**config.mk**
```make
export PLATFORM = sky130hd
export DESIGN_NAME = axis_packet_arbiter
export DESIGN_NICKNAME = d
export VERILOG_FILES = /design/src/rtl/axis_pkg.sv /design/src/rtl/axis_packet_arbiter_rr_pick.sv /design/src/rtl/axis_packet_arbiter.sv
export SDC_FILE = /design/constraint.sdc
export NUM_CORES = 1
export LEC_CHECK = 0
export ABC_CLOCK_PERIOD_IN_PS = 1500
export CAP_MARGIN = 0
export CORE_UTILIZATION = 35
export DETAILED_ROUTE_END_ITERATION = 6
export HOLD_SLACK_MARGIN = 0.12
export PLACE_DENSITY = 0.77
export SETUP_SLACK_MARGIN = 0.5
export SLEW_MARGIN = 10
export SYNTH_ARGS = -nofsm -noshare
export SYNTH_HDL_FRONTEND = slang
export SYNTH_SLANG_ARGS = --single-unit
```
**constraint.sdc**
```tcl
create_clock -name clk -period 1.5 [get_ports clk]
set_input_delay 0.225 -clock clk [delete_from_list [all_inputs] [get_ports clk]]
set_output_delay 0.225 -clock clk [all_outputs]
set_load 0.005 [all_outputs]
```
**src/rtl/axis_pkg.sv**
```systemverilog
// axis_pkg: shared stream widths, beat types and arbiter state encoding
package axis_pkg;
  localparam int WORD_W = 8;
  localparam int BUS_W = 32;
  localparam int WORDS_PER_BEAT = BUS_W / WORD_W;
  typedef logic [WORD_W-1:0] word_t;
  typedef logic [WORDS_PER_BEAT-1:0] keep_t;
  typedef logic [WORDS_PER_BEAT-1:0][WORD_W-1:0] beat_t;
  typedef enum logic {IDLE, GRANT} arb_state_t;
endpackage

```
**src/rtl/axis_packet_arbiter_rr_pick.sv**
```systemverilog
// axis_packet_arbiter_rr_pick: rotate-priority picker, first request at or after ptr wins
module axis_packet_arbiter_rr_pick #(
  parameter int N_S = 2,
  localparam int SEL_W = (N_S > 1) ? $clog2(N_S) : 1,
  localparam int SW1 = SEL_W + 1
) (
  input  logic [N_S-1:0]   i_req,
  input  logic [SEL_W-1:0] i_ptr,
  output logic [SEL_W-1:0] o_gnt_idx,
  output logic             o_any
);
  logic [2*N_S-1:0] w_dbl;
  logic [N_S-1:0]   w_rot;
  logic [SEL_W:0]   w_sum;
  assign w_dbl = {i_req, i_req} >> i_ptr;
  assign w_rot = w_dbl[N_S-1:0];
  assign o_any = |i_req;
  // scan rotated requests from the far end so the smallest offset from ptr is kept
  always_comb begin
    o_gnt_idx = '0;
    w_sum = '0;
    for (int i = N_S - 1; i >= 0; i--) begin
      w_sum = {1'b0, i_ptr} + SW1'(i);
      o_gnt_idx = w_rot[i] ? SEL_W'(w_sum >= SW1'(N_S) ? w_sum - SW1'(N_S) : w_sum) : o_gnt_idx;
    end
  end
endmodule

```
**src/rtl/axis_packet_arbiter.sv**
```systemverilog
// axis_packet_arbiter: packet-atomic round-robin AXIS merger; AXIS_ARB_STATS_EN adds pkt_cnt
module axis_packet_arbiter #(
  parameter int N_S = 2,
  parameter int WORD_W = 8,
  parameter int BUS_W = 32,
  localparam int WPB = BUS_W / WORD_W,
  localparam int SEL_W = (N_S > 1) ? $clog2(N_S) : 1
) (
  input  logic                             clk,
  input  logic                             rst,
  input  logic [N_S-1:0]                   s_valid,
  output logic [N_S-1:0]                   s_ready,
  input  logic [N_S-1:0]                   s_last,
  input  logic [N_S-1:0][WPB-1:0]          s_keep,
  input  logic [N_S-1:0][WPB-1:0][WORD_W-1:0] s_data,
  output logic                             m_valid,
  input  logic                             m_ready,
  output logic                             m_last,
  output logic [WPB-1:0]                   m_keep,
  output logic [WPB-1:0][WORD_W-1:0]       m_data,
  output logic [SEL_W-1:0]                 m_sel
`ifdef AXIS_ARB_STATS_EN
  ,
  output logic [N_S-1:0][31:0]             pkt_cnt
`endif
);
  import axis_pkg::*;
  arb_state_t r_state;
  logic [SEL_W-1:0] r_ptr, r_g, w_pick, r_m_sel;
  logic w_any, w_out_en, w_acc, w_last, r_m_valid, r_m_last;
  logic [WPB-1:0] w_keep, r_m_keep;
  logic [WPB-1:0][WORD_W-1:0] w_data, r_m_data;
  axis_packet_arbiter_rr_pick #(.N_S(N_S)) u_pick (
    .i_req(s_valid), .i_ptr(r_ptr), .o_gnt_idx(w_pick), .o_any(w_any)
  );
  assign w_out_en = !r_m_valid || m_ready;
  assign w_acc = |(s_valid & s_ready);
  // only the granted source sees ready, and only when the output register has room
  always_comb begin
    s_ready = '0;
    for (int i = 0; i < N_S; i++) s_ready[i] = (r_state == GRANT) && (r_g == SEL_W'(i)) && w_out_en;
  end
  // select the granted source's beat
  always_comb begin
    w_last = 1'b0;
    w_keep = '0;
    w_data = '0;
    for (int i = 0; i < N_S; i++) begin
      w_last = (r_g == SEL_W'(i)) ? s_last[i] : w_last;
      w_keep = (r_g == SEL_W'(i)) ? s_keep[i] : w_keep;
      w_data = (r_g == SEL_W'(i)) ? s_data[i] : w_data;
    end
  end
  // grant FSM: pick in IDLE, hold the grant until the packet's last beat is taken
  always_ff @(posedge clk) begin
    if (rst) begin
      r_state <= IDLE;
      r_ptr <= '0;
      r_g <= '0;
    end else if (r_state == IDLE) begin
      if (w_any) begin
        r_g <= w_pick;
        r_state <= GRANT;
      end
    end else if (w_acc && w_last) begin
      r_ptr <= (r_g == SEL_W'(N_S - 1)) ? '0 : r_g + SEL_W'(1);
      r_state <= IDLE;
    end
  end
  // output register: load on accepted beat, drain when the sink takes it
  always_ff @(posedge clk) begin
    if (rst) begin
      r_m_valid <= 1'b0;
      r_m_last <= 1'b0;
      r_m_keep <= '0;
      r_m_data <= '0;
      r_m_sel <= '0;
    end else if (w_acc) begin
      r_m_valid <= 1'b1;
      r_m_last <= w_last;
      r_m_keep <= w_keep;
      r_m_data <= w_data;
      r_m_sel <= r_g;
    end else if (m_ready) begin
      r_m_valid <= 1'b0;
    end
  end
  assign m_valid = r_m_valid;
  assign m_last = r_m_last;
  assign m_keep = r_m_keep;
  assign m_data = r_m_data;
  assign m_sel = r_m_sel;
`ifdef AXIS_ARB_STATS_EN
  logic [N_S-1:0][31:0] r_pkt_cnt;
  // count packets per source as their last beat is accepted
  always_ff @(posedge clk) begin
    for (int i = 0; i < N_S; i++)
      r_pkt_cnt[i] <= rst ? 32'd0 : r_pkt_cnt[i] + 32'(s_valid[i] && s_ready[i] && s_last[i]);
  end
  assign pkt_cnt = r_pkt_cnt;
`endif
endmodule

```
==> results of run 1 <==
==> per-stage QoR <==
stage,worst slack (ns),TNS [ns]
final,0.145,0
after detailed placement,-0.251,-9.11
after floorplan,0.100,0
after CTS,0.114,0
after global routing,0.108,0
after global placement,-0.233,-8.54
==> metal layers <==
layer	vias to the layer above	global-route usage, %
met5	-	0
met4	0	6.43
met3	12	4.61
met2	81	37.6
met1	1078	23.5
li1	1075	-
==> report_power, final <==
group          leakage, nW  total (mW)  switching (mW)  internal (mW)
Clock               0.0573       0.913           0.381          0.533
Combinational         1.03       0.993           0.424          0.570
Sequential           0.362        1.28          0.0537           1.22
==> sequential cells by signal, indices dropped and copies added (netlist names) <==
signal	flops
r_ptr	1
m_last	1
m_keep	4
m_valid	1
r_g	1
m_sel	1
r_state	1
m_data	32
==> how the worst max path moves through the flow <==
| stage | cells after the start | slack [ns] | startpoint | to |
|---|---|---|---|---|
| global route | 4 | 0.11 | r_g$_SDFFE_PP0P_ | m_data[25]$_SDFFE_PP0P_ |
| CTS | 4 | 0.11 | r_g$_SDFFE_PP0P_ | m_data[8]$_SDFFE_PP0P_ |
| global placement | 6 | -0.23 | m_ready | m_data[19]$_SDFFE_PP0P_ |
| floorplan | 6 | 0.10 | r_g$_SDFFE_PP0P_ | m_data[15]$_SDFFE_PP0P_ |
| finish | 4 | 0.14 | r_g$_SDFFE_PP0P_ | m_data[25]$_SDFFE_PP0P_ |
| detailed placement | 6 | -0.25 | m_ready | m_data[11]$_SDFFE_PP0P_ |
==> worst reg2reg max path: cells and delay by family (launching register included) <==
family | cells | cell delay [ns]
muxes | 1 | 0.32
AOI/OAI and AO/OA | 1 | 0.20
buffers and inverters | 1 | 0.16
and+or+nand+nor | 1 | 0.23
DFF | 1 | 0.36
==> cells by family after synthesis <==
family | synth area share, %
compound gates | 32.1
flops | 38.6
mux | 18.2
buf+inv | 7.69
simple gates | 3.44
==> Yosys cell counts (all sizes together) <==
library cell	n
nand3	2
nor2b	1
o311ai	1
o21ai	1
clkbuf	14
buf	14
a21oi	2
o41ai	1
nor4	2
and3	2
mux2i	37
a211oi	37
inv	3
mux2	2
nor3	1
o211ai	1
dfxtp	42
nand2b	1
nand2	4
nor2	2
a31oi	37
==> area by class of cell <==
type / instances / area (um2)
well taps: 75 / 93.8
inverters: 3 / 11.3
repair buffers: 156 / 1420
clock inverters: 1 / 30.0
fillers: 508 / 2110
multi-input cells: 134 / 1310
clock buffers: 6 / 82.6
flip-flops and latches: 42 / 897
==> what timing repair did <==
item / 4_1_cts / 5_1_grt
resized for setup: 233 / 18
pin swaps: 7 / 8
setup buffers: 14 / 0
setup endpoints to repair: 83 / 49
cloned: 2 / 1
==> impl_metrics.py, run 1 <==
metrics = {
    "route": {
        "wl_met2_um": 3510,
        "antenna_left": 0,
        "highest_layer": "met4",
        "wl_met3_um": 416,
        "drt-pass1-iter-count": 4,
        "wl_per_cell_um": 16.1,
        "drcViolationCount": 0,
        "dr_total_vias": 2246,
        "routed_via_density": 5.39,
        "drtIter0Drc": 108,
        "wl_met1_um": 2690,
        "wl_um": 6730,
    },
    "layout": {
        "mostFrequentLayoutCell": "clkdlybuf4s50_1",
        "nets": 421,
        "syn2layout_area_growth_pct": 76.4,
        "fin_util_pct": 64.6,
        "final_cell_mix": "clkdlybuf4s50_1, dfxtp_2, buf_2",
        "drive_gt1_share_pct": 52.9,
        "stdcell_area_mm2": 0.00384,
        "antennaDiodeCount": 0,
        "layoutNonFillerInstCount": 417,
    },
    "critical_path": {
        "crit_fanout": 7,
        "crit_type": "reg2reg",
        "crit_family": "flip-flops",
        "slowest_stage": "dfxtp_4",
        "worst-path-buf-inv": 1,
        "rr_endpoint": "m_data[25]$_SDFFE_PP0P_",
        "worstRegToRegCells": 4,
        "crit_chain": "mux2_4, and3_4, buf_12, a211oi_4",
        "r2r_slack_ns": 0.14,
        "r2r_start": "r_g$_SDFFE_PP0P_",
        "worstPathArrival_ns": 1.56,
        "required_ns": 1.71,
        "max_stage_delay_ns": 0.36,
        "cp-end-kind": "register",
        "cp-start-kind": "register",
    },
    "sta": {
        "fin_crit_sh_pct": 90.3,
        "drv_slew": 0,
        "period_needed_ns": 1.36,
        "hold_violations": 0,
        "rsz0062_at_grt": "yes",
        "hold_ws_ns": 0.403,
        "fmax_mhz": 738,
        "finClkSkew_ns": 0.00586,
        "setup_violations": 0,
        "worst_pin_slew_ns": 0.513,
        "slew_headroom_pct": 65.8,
    },
    "floorplanning": {
        "die_y_um": 80.9,
        "start_util_pct": 36.6,
        "chipWidth_um": 80.9,
        "rows": 28,
        "coreArea_mm2": 0.00596,
        "num_io_pins": 120,
        "dieArea_mm2": 0.00655,
    },
    "cts": {
        "hold_buffers": 0,
        "cts.htree.levels": 2,
        "clk_pin_slew_ns": 0.08,
        "clock_latency_ns": 0.29,
        "clockBufferDepth": 2,
        "numCtsBuffers": 5,
        "clock-sinks": 42,
        "cts_tree": "built",
        "cts_root_buffer": "clkbuf_8",
    },
    "yosys": {
        "ys_top_cells_by_area": "dfxtp_1, a211oi_2, mux2i_1",
        "ys_ff_latch": 42,
        "ys_types": 25,
        "synth_area_mm2": 0.00218,
        "ys_seq_area_share_pct": 38.6,
        "synth_nets": 286,
        "yosys_warnings": 0,
        "synth_top_area_share_pct": 38.6,
        "synth_area_leader_cell": "dfxtp_1",
        "synth_cells": 207,
        "avgSynthCellArea_um2": 10.5,
    },
    "run": {
        "maxCapViolations": 0,
    },
    "grt": {
        "grt_max_degree": 24,
        "grt_antenna_before_repair": 0,
        "grt.overflow.total": 0,
        "grt_pass1_vias": 2218,
        "grt_use_total_pct": 20.6,
        "grt_pass1_wl_um": 10400,
    },
    "placed_design": {
        "hpwl_um": 4680,
        "io_buffers": 119,
        "placed_cells": 393,
        "gp_congestion": 0.907,
        "postPlaceCellArea_mm2": 0.00351,
    },
    "pwr": {
        "ir_worst_vdd_mv": 0.455,
        "power_mw": 3.18,
        "p_leak_nw": 1.45,
        "powerDensity_mw_per_mm2": 828,
    },
    "hold_path": {
        "hold_class": "in2reg",
        "holdPathStages": 2,
        "holdCritStartpoint": "rst",
        "holdPathEnd": "r_g$_SDFFE_PP0P_",
    },
    "status": {
        "status": "completed",
    },
}
(Power assumes the default switching activity.)
==> inputs of run 2 (changes only) <==
--- a/config.mk
+++ b/config.mk
@@ -7,6 +7,7 @@
 export LEC_CHECK = 0
 export ABC_CLOCK_PERIOD_IN_PS = 1500
 export CAP_MARGIN = 0
+export CORE_MARGIN = 2
 export CORE_UTILIZATION = 35
 export DETAILED_ROUTE_END_ITERATION = 6
 export HOLD_SLACK_MARGIN = 0.12
==> run 2 against run 1 <==
Die area rose by 5.0%. Non-clock buffer count grew 40. Sequential power barely moved. Power increased by 8.9%. Routed wire length increased by 35%. Worst setup slack got worse by 0.028 ns. Sequential share of layout area fell by 4.5 points. Largest cell class unchanged.
==> impl_metrics.py, run 2 (same netlist as run 1, synthesis figures left out) <==
metrics = {
    "grt": {
        "grt_pass1_wl_um": 13600,
        "grt.overflow.total": 0,
        "grt_antenna_before_repair": 0,
        "grt_use_total_pct": 23.7,
        "grt_pass1_vias": 2626,
        "grt_max_degree": 23,
    },
    "sta": {
        "fmax_mhz": 723,
        "drv_slew": 0,
        "worst_pin_slew_ns": 0.308,
        "period_needed_ns": 1.38,
        "setup_tns_ns": 0,
        "hold_violations": 0,
        "rsz0062_at_grt": "yes",
        "finClkSkew_ns": 0.00619,
        "setup_violations": 0,
        "fin_crit_sh_pct": 92.2,
        "finalWorstSetupSlack_ns": 0.117,
        "slew_headroom_pct": 79.5,
    },
    "cts": {
        "hold_buffers": 0,
        "clock_latency_ns": 0.29,
        "cts_tree": "built",
        "cts_root_buffer": "clkbuf_8",
        "numCtsBuffers": 5,
        "cts.htree.levels": 2,
        "clk_pin_slew_ns": 0.08,
        "clockBufferDepth": 2,
        "clock-sinks": 42,
    },
    "route": {
        "drtIter0Drc": 96,
        "antenna_left": 0,
        "wl_um": 9050,
        "dr_total_vias": 2523,
        "drcViolationCount": 0,
        "drt-pass1-iter-count": 4,
        "wl_per_cell_um": 19.8,
        "routed_via_density": 5.51,
    },
    "hold_path": {
        "holdPathEnd": "m_valid$_SDFFE_PP0P_",
        "hold_class": "in2reg",
        "holdPathStages": 2,
        "holdCritStartpoint": "rst",
    },
    "pwr": {
        "powerDensity_mw_per_mm2": 730,
        "ir_worst_vdd_mv": 0.601,
        "p_leak_nw": 1.79,
    },
    "layout": {
        "final_cell_mix": "clkdlybuf4s50_1, buf_4, buf_2, dfxtp_2",
        "syn2layout_area_growth_pct": 118,
        "drive_gt1_share_pct": 65.8,
        "nets": 461,
        "largest_register_ffs": 32,
        "mostFrequentLayoutCell": "clkdlybuf4s50_1",
        "layoutNonFillerInstCount": 458,
        "antennaDiodeCount": 0,
    },
    "placed_design": {
        "hpwl_um": 4530,
        "io_buffers": 119,
        "dp_slack_ns": -0.248,
        "gp_congestion": 0.837,
        "placed_cells": 389,
    },
    "critical_path": {
        "rr_endpoint": "m_last$_SDFFE_PP0P_",
        "r2r_slack_ns": 0.12,
        "cp-start-kind": "register",
        "required_ns": 1.72,
        "worstRegToRegCells": 5,
        "worstPathArrival_ns": 1.60,
        "slowest_stage": "dfxtp_4",
        "worst-path-buf-inv": 2,
        "crit_type": "reg2reg",
        "crit_family": "multiplexers",
        "crit_chain": "mux2_4, buf_8, buf_16, nand3_2, mux2i_1",
        "crit_fanout": 9,
        "max_stage_delay_ns": 0.39,
        "r2r_start": "r_g$_SDFFE_PP0P_",
        "cp-end-kind": "register",
    },
    "floorplanning": {
        "start_util_pct": 36.6,
        "chipWidth_um": 82.9,
        "die_y_um": 82.9,
        "dieArea_mm2": 0.00687,
        "num_io_pins": 120,
        "coreArea_mm2": 0.00596,
        "rows": 28,
    },
    "status": {
        "status": "completed",
    },
    "run": {
        "maxCapViolations": 0,
    },
}
run 2: changes by cell type in the layout (fill, tap and decap cells not counted), sizes merged:
cell,change
dlygate4sd2,+1
inv,-1
clkinvlp,+1
bufinv,-1
clkinv,+1
bufbuf,+1
buf,+38
clkdlybuf4s50,-1
clkbuf,+2
run 2: power by group:
part           leakage [nW]  switching (mW)  internal (mW)
clock                0.0482           0.383          0.372
sequential            0.361          0.0641           1.22
combinational          1.38           0.608          0.818
run 2: per-layer routing:
layer  part of all wire (%)  vias up  routed length (um)  track usage, %
met1                     40     1225                3660            28.5
met2                     53      117                4760            42.9
li1                       -     1163                   -               -
met3                    5.2       18                 467            5.37
met5                      0        -                   0               0
met4                    1.8        0                 161            4.92
run 2: area by class of cell:
type | instances | area, um2
Clock inverter | 1 | 5.00
Clock buffer | 7 | 86.3
Fill cell | 368 | 1200
Timing Repair Buffer | 196 | 1910
Sequential cell | 42 | 896
Inverter | 3 | 15.0
Tap cell | 75 | 93.8
Multi-Input combinational cell | 134 | 1750
run 2: stage by stage:
stage	power (mW)	cell area, um2	utilization [%]	hold WS (ns)
after CTS	3.32	4500	75.6	0.199
after detailed placement	2.20	3500	58.8	0.464
final	3.47	4750	79.8	0.225
after floorplan	1.73	2240	-	0.361
after global placement	2.18	3500	58.8	0.461
after global routing	3.63	4750	79.8	0.233
run 2: repair_timing:
item,CTS,global route
pin swaps,11,5
gates cloned,4,4
buffers inserted,50,3
resized for setup,301,25
setup endpoints to repair,83,47
run 2: worst max-delay path by stage:
stage                           from                       to  slack, ns  cells after the start
finish              r_g$_SDFFE_PP0P_      m_last$_SDFFE_PP0P_       0.12                      5
detailed placement           m_ready               s_ready[1]      -0.25                      4
global placement             m_ready               s_ready[1]      -0.24                      4
global route        r_g$_SDFFE_PP0P_      m_last$_SDFFE_PP0P_       0.06                      5
CTS                 r_g$_SDFFE_PP0P_               s_ready[1]       0.15                      4
floorplan           r_g$_SDFFE_PP0P_  m_data[15]$_SDFFE_PP0P_       0.10                      6
==> inputs of run 3 (changes only) <==
--- a/config.mk
+++ b/config.mk
@@ -8,10 +8,9 @@
 export ABC_CLOCK_PERIOD_IN_PS = 1500
 export CAP_MARGIN = 0
 export CORE_MARGIN = 2
-export CORE_UTILIZATION = 35
+export CORE_UTILIZATION = 25
 export DETAILED_ROUTE_END_ITERATION = 6
 export HOLD_SLACK_MARGIN = 0.12
-export PLACE_DENSITY = 0.77
 export SETUP_SLACK_MARGIN = 0.5
 export SLEW_MARGIN = 10
 export SYNTH_ARGS = -nofsm -noshare
==> run 3 against run 2 <==
Worst setup slack improved by 0.050 ns. Power decreased by 11%. Flip-flop and latch count unchanged. Non-clock buffer count decreased by 38. Sequential share of layout area increased by 3.6 points. Core utilization decreased by 33 points. Cell count increased by 0.44%. Worst hold slack about the same. Largest cell class is now multi-input combinational cells. Cell area decreased by 16%. Routed wire length decreased by 14%. Largest power group is now registers. Combinational power decreased by 28%.
==> impl_metrics.py, run 3 (same netlist as run 1, synthesis figures left out) <==
metrics = {
    "floorplanning": {
        "start_util_pct": 25.4,
        "num_io_pins": 120,
        "die_y_um": 97.4,
        "chipWidth_um": 97.4,
        "coreArea_mm2": 0.00859,
        "dieArea_mm2": 0.00948,
        "rows": 34,
    },
    "cts": {
        "cts.htree.levels": 2,
        "clockBufferDepth": 2,
        "clock_latency_ns": 0.30,
        "numCtsBuffers": 5,
        "cts_root_buffer": "clkbuf_8",
        "clock-sinks": 42,
        "clk_pin_slew_ns": 0.08,
        "cts_tree": "built",
    },
    "sta": {
        "rsz0062_at_grt": "yes",
        "slew_headroom_pct": 79.2,
        "fin_crit_sh_pct": 88.9,
        "period_needed_ns": 1.33,
        "hold_violations": 0,
        "finClkSkew_ns": 0.00722,
        "finalWorstSetupSlack_ns": 0.166,
        "drv_slew": 0,
        "fmax_mhz": 750,
        "worst_pin_slew_ns": 0.309,
        "setup_violations": 0,
        "setup_tns_ns": 0,
    },
    "route": {
        "drtIter0Drc": 61,
        "antenna_left": 0,
        "dr_total_vias": 2295,
        "wl_per_cell_um": 17.0,
        "drcViolationCount": 0,
        "drt-pass1-iter-count": 2,
        "routed_via_density": 4.99,
        "wl_um": 7830,
    },
    "layout": {
        "largest_register_ffs": 32,
        "nets": 430,
        "drive_gt1_share_pct": 56.5,
        "mostFrequentLayoutCell": "clkdlybuf4s50_1",
        "antennaDiodeCount": 0,
        "final_cell_mix": "clkdlybuf4s50_1, dfxtp_2, mux2i_1",
        "syn2layout_area_growth_pct": 83.2,
        "fin_util_pct": 46.5,
    },
    "grt": {
        "grt_max_degree": 24,
        "grt_pass1_vias": 2325,
        "grt_pass1_wl_um": 11900,
        "grt_antenna_before_repair": 0,
        "grt.overflow.total": 0,
        "grt_use_total_pct": 15.2,
    },
    "pwr": {
        "p_sw_mw": 0.922,
        "powerDensity_mw_per_mm2": 777,
        "power_mw": 3.10,
        "p_leak_nw": 1.50,
        "sw_frac_of_total_pct": 29.7,
        "pwr-share-comb_pct": 33.1,
        "p_clk_share_pct": 25.4,
        "ir_worst_vdd_mv": 0.392,
        "internal_power_mw": 2.18,
        "p_seq_share_pct": 41.5,
    },
    "critical_path": {
        "r2r_start": "r_g$_SDFFE_PP0P_",
        "rr_endpoint": "m_data[5]$_SDFFE_PP0P_",
        "required_ns": 1.68,
        "worstRegToRegCells": 4,
        "cp-end-kind": "register",
        "crit_fanout": 11,
        "cp-endpoint": "m_data[5]$_SDFFE_PP0P_",
        "crit_start": "r_g$_SDFFE_PP0P_",
        "worstPathArrival_ns": 1.51,
        "crit_type": "reg2reg",
        "r2r_slack_ns": 0.17,
        "cp-start-kind": "register",
    },
    "run": {
        "maxCapViolations": 0,
    },
    "status": {
        "status": "completed",
    },
    "placed_design": {
        "hpwl_um": 4720,
        "io_buffers": 119,
        "dp_slack_ns": -0.385,
        "gp_congestion": 0.737,
    },
    "hold_path": {
        "hold_class": "in2reg",
    },
}
==> run 3: cell count changes in the layout (fill, tap and decap cells not counted), moves of 6 or more <==
cell	delta
and3_4	+6
a31oi_2	+12
buf_12	-8
buf_4	-18
a31oi_1	+15
a31oi_4	-27
==> run 3: metal layers <==
metal	vias to the layer above	GRT usage [%]	part of all wire [%]
met3	12	4.46	6.0
met4	0	3.95	1.2
met2	64	25.3	50
met1	1105	19.4	43
li1	1114	-	-
met5	-	0	0
==> run 3: worst max-delay path: stages (launching register included) <==
cell and delay [ns]:
dfxtp_4 0.40, mux2_4 0.37, clkbuf_16 0.20, a31oi_1 0.17, a211oi_1 0.07
==> run 3: timing repair <==
| action | 4_1_cts | 5_1_grt |
|---|---|---|
| buffers inserted | 16 | 5 |
| hold endpoints to repair | 0 | 0 |
| hold buffers | 0 | 0 |
| resized for setup | 235 | 34 |
| cloned | 3 | 6 |
| endpoints found under the setup margin | 83 | 53 |
| pin swaps | 7 | 5 |
==> run 3: worst min path at each step <==
| stage | from | end | cells past startpoint |
|---|---|---|---|
| after floorplan | s_last[0] | r_ptr$_SDFFE_PP0P_ | 2 |
| after global placement | m_last$_SDFFE_PP0P_ | m_last$_SDFFE_PP0P_ | 2 |
| after detailed placement | m_last$_SDFFE_PP0P_ | m_last$_SDFFE_PP0P_ | 2 |
| after CTS | rst | m_valid$_SDFFE_PP0P_ | 2 |
| after global routing | rst | m_data[1]$_SDFFE_PP0P_ | 2 |
| final | rst | m_data[1]$_SDFFE_PP0P_ | 2 |
==> run 3: area by class of cell <==
| cell class | count | area [um2] |
|---|---|---|
| fill | 849 | 4600 |
| multi-input combinational | 141 | 1430 |
| timing repair buffer | 158 | 1420 |
| sequential | 42 | 897 |
| tap | 108 | 135 |
| clock buffer | 6 | 82.6 |
| clock inverter | 2 | 12.5 |
| inverter | 3 | 11.3 |
==> run 3: power groups by stage <==
stage / combinational, mW / sequential, mW / clock, mW
after floorplan: 0.444 / 1.28 / 0
after detailed placement: 0.890 / 1.29 / 0
after global routing: 1.11 / 1.30 / 0.853
after global placement: 0.874 / 1.29 / 0
after CTS: 0.917 / 1.28 / 0.814
final: 1.03 / 1.29 / 0.789
==> run 3: through the flow <==
step                      std cells  hold slack [ns]  area [um2]
final                           460            0.225        3990
after global routing            460            0.229        3990
after CTS                       449            0.222        3710
after detailed placement        422            0.462        3480
after global placement          422            0.455        3480
after floorplan                 207            0.361        2240
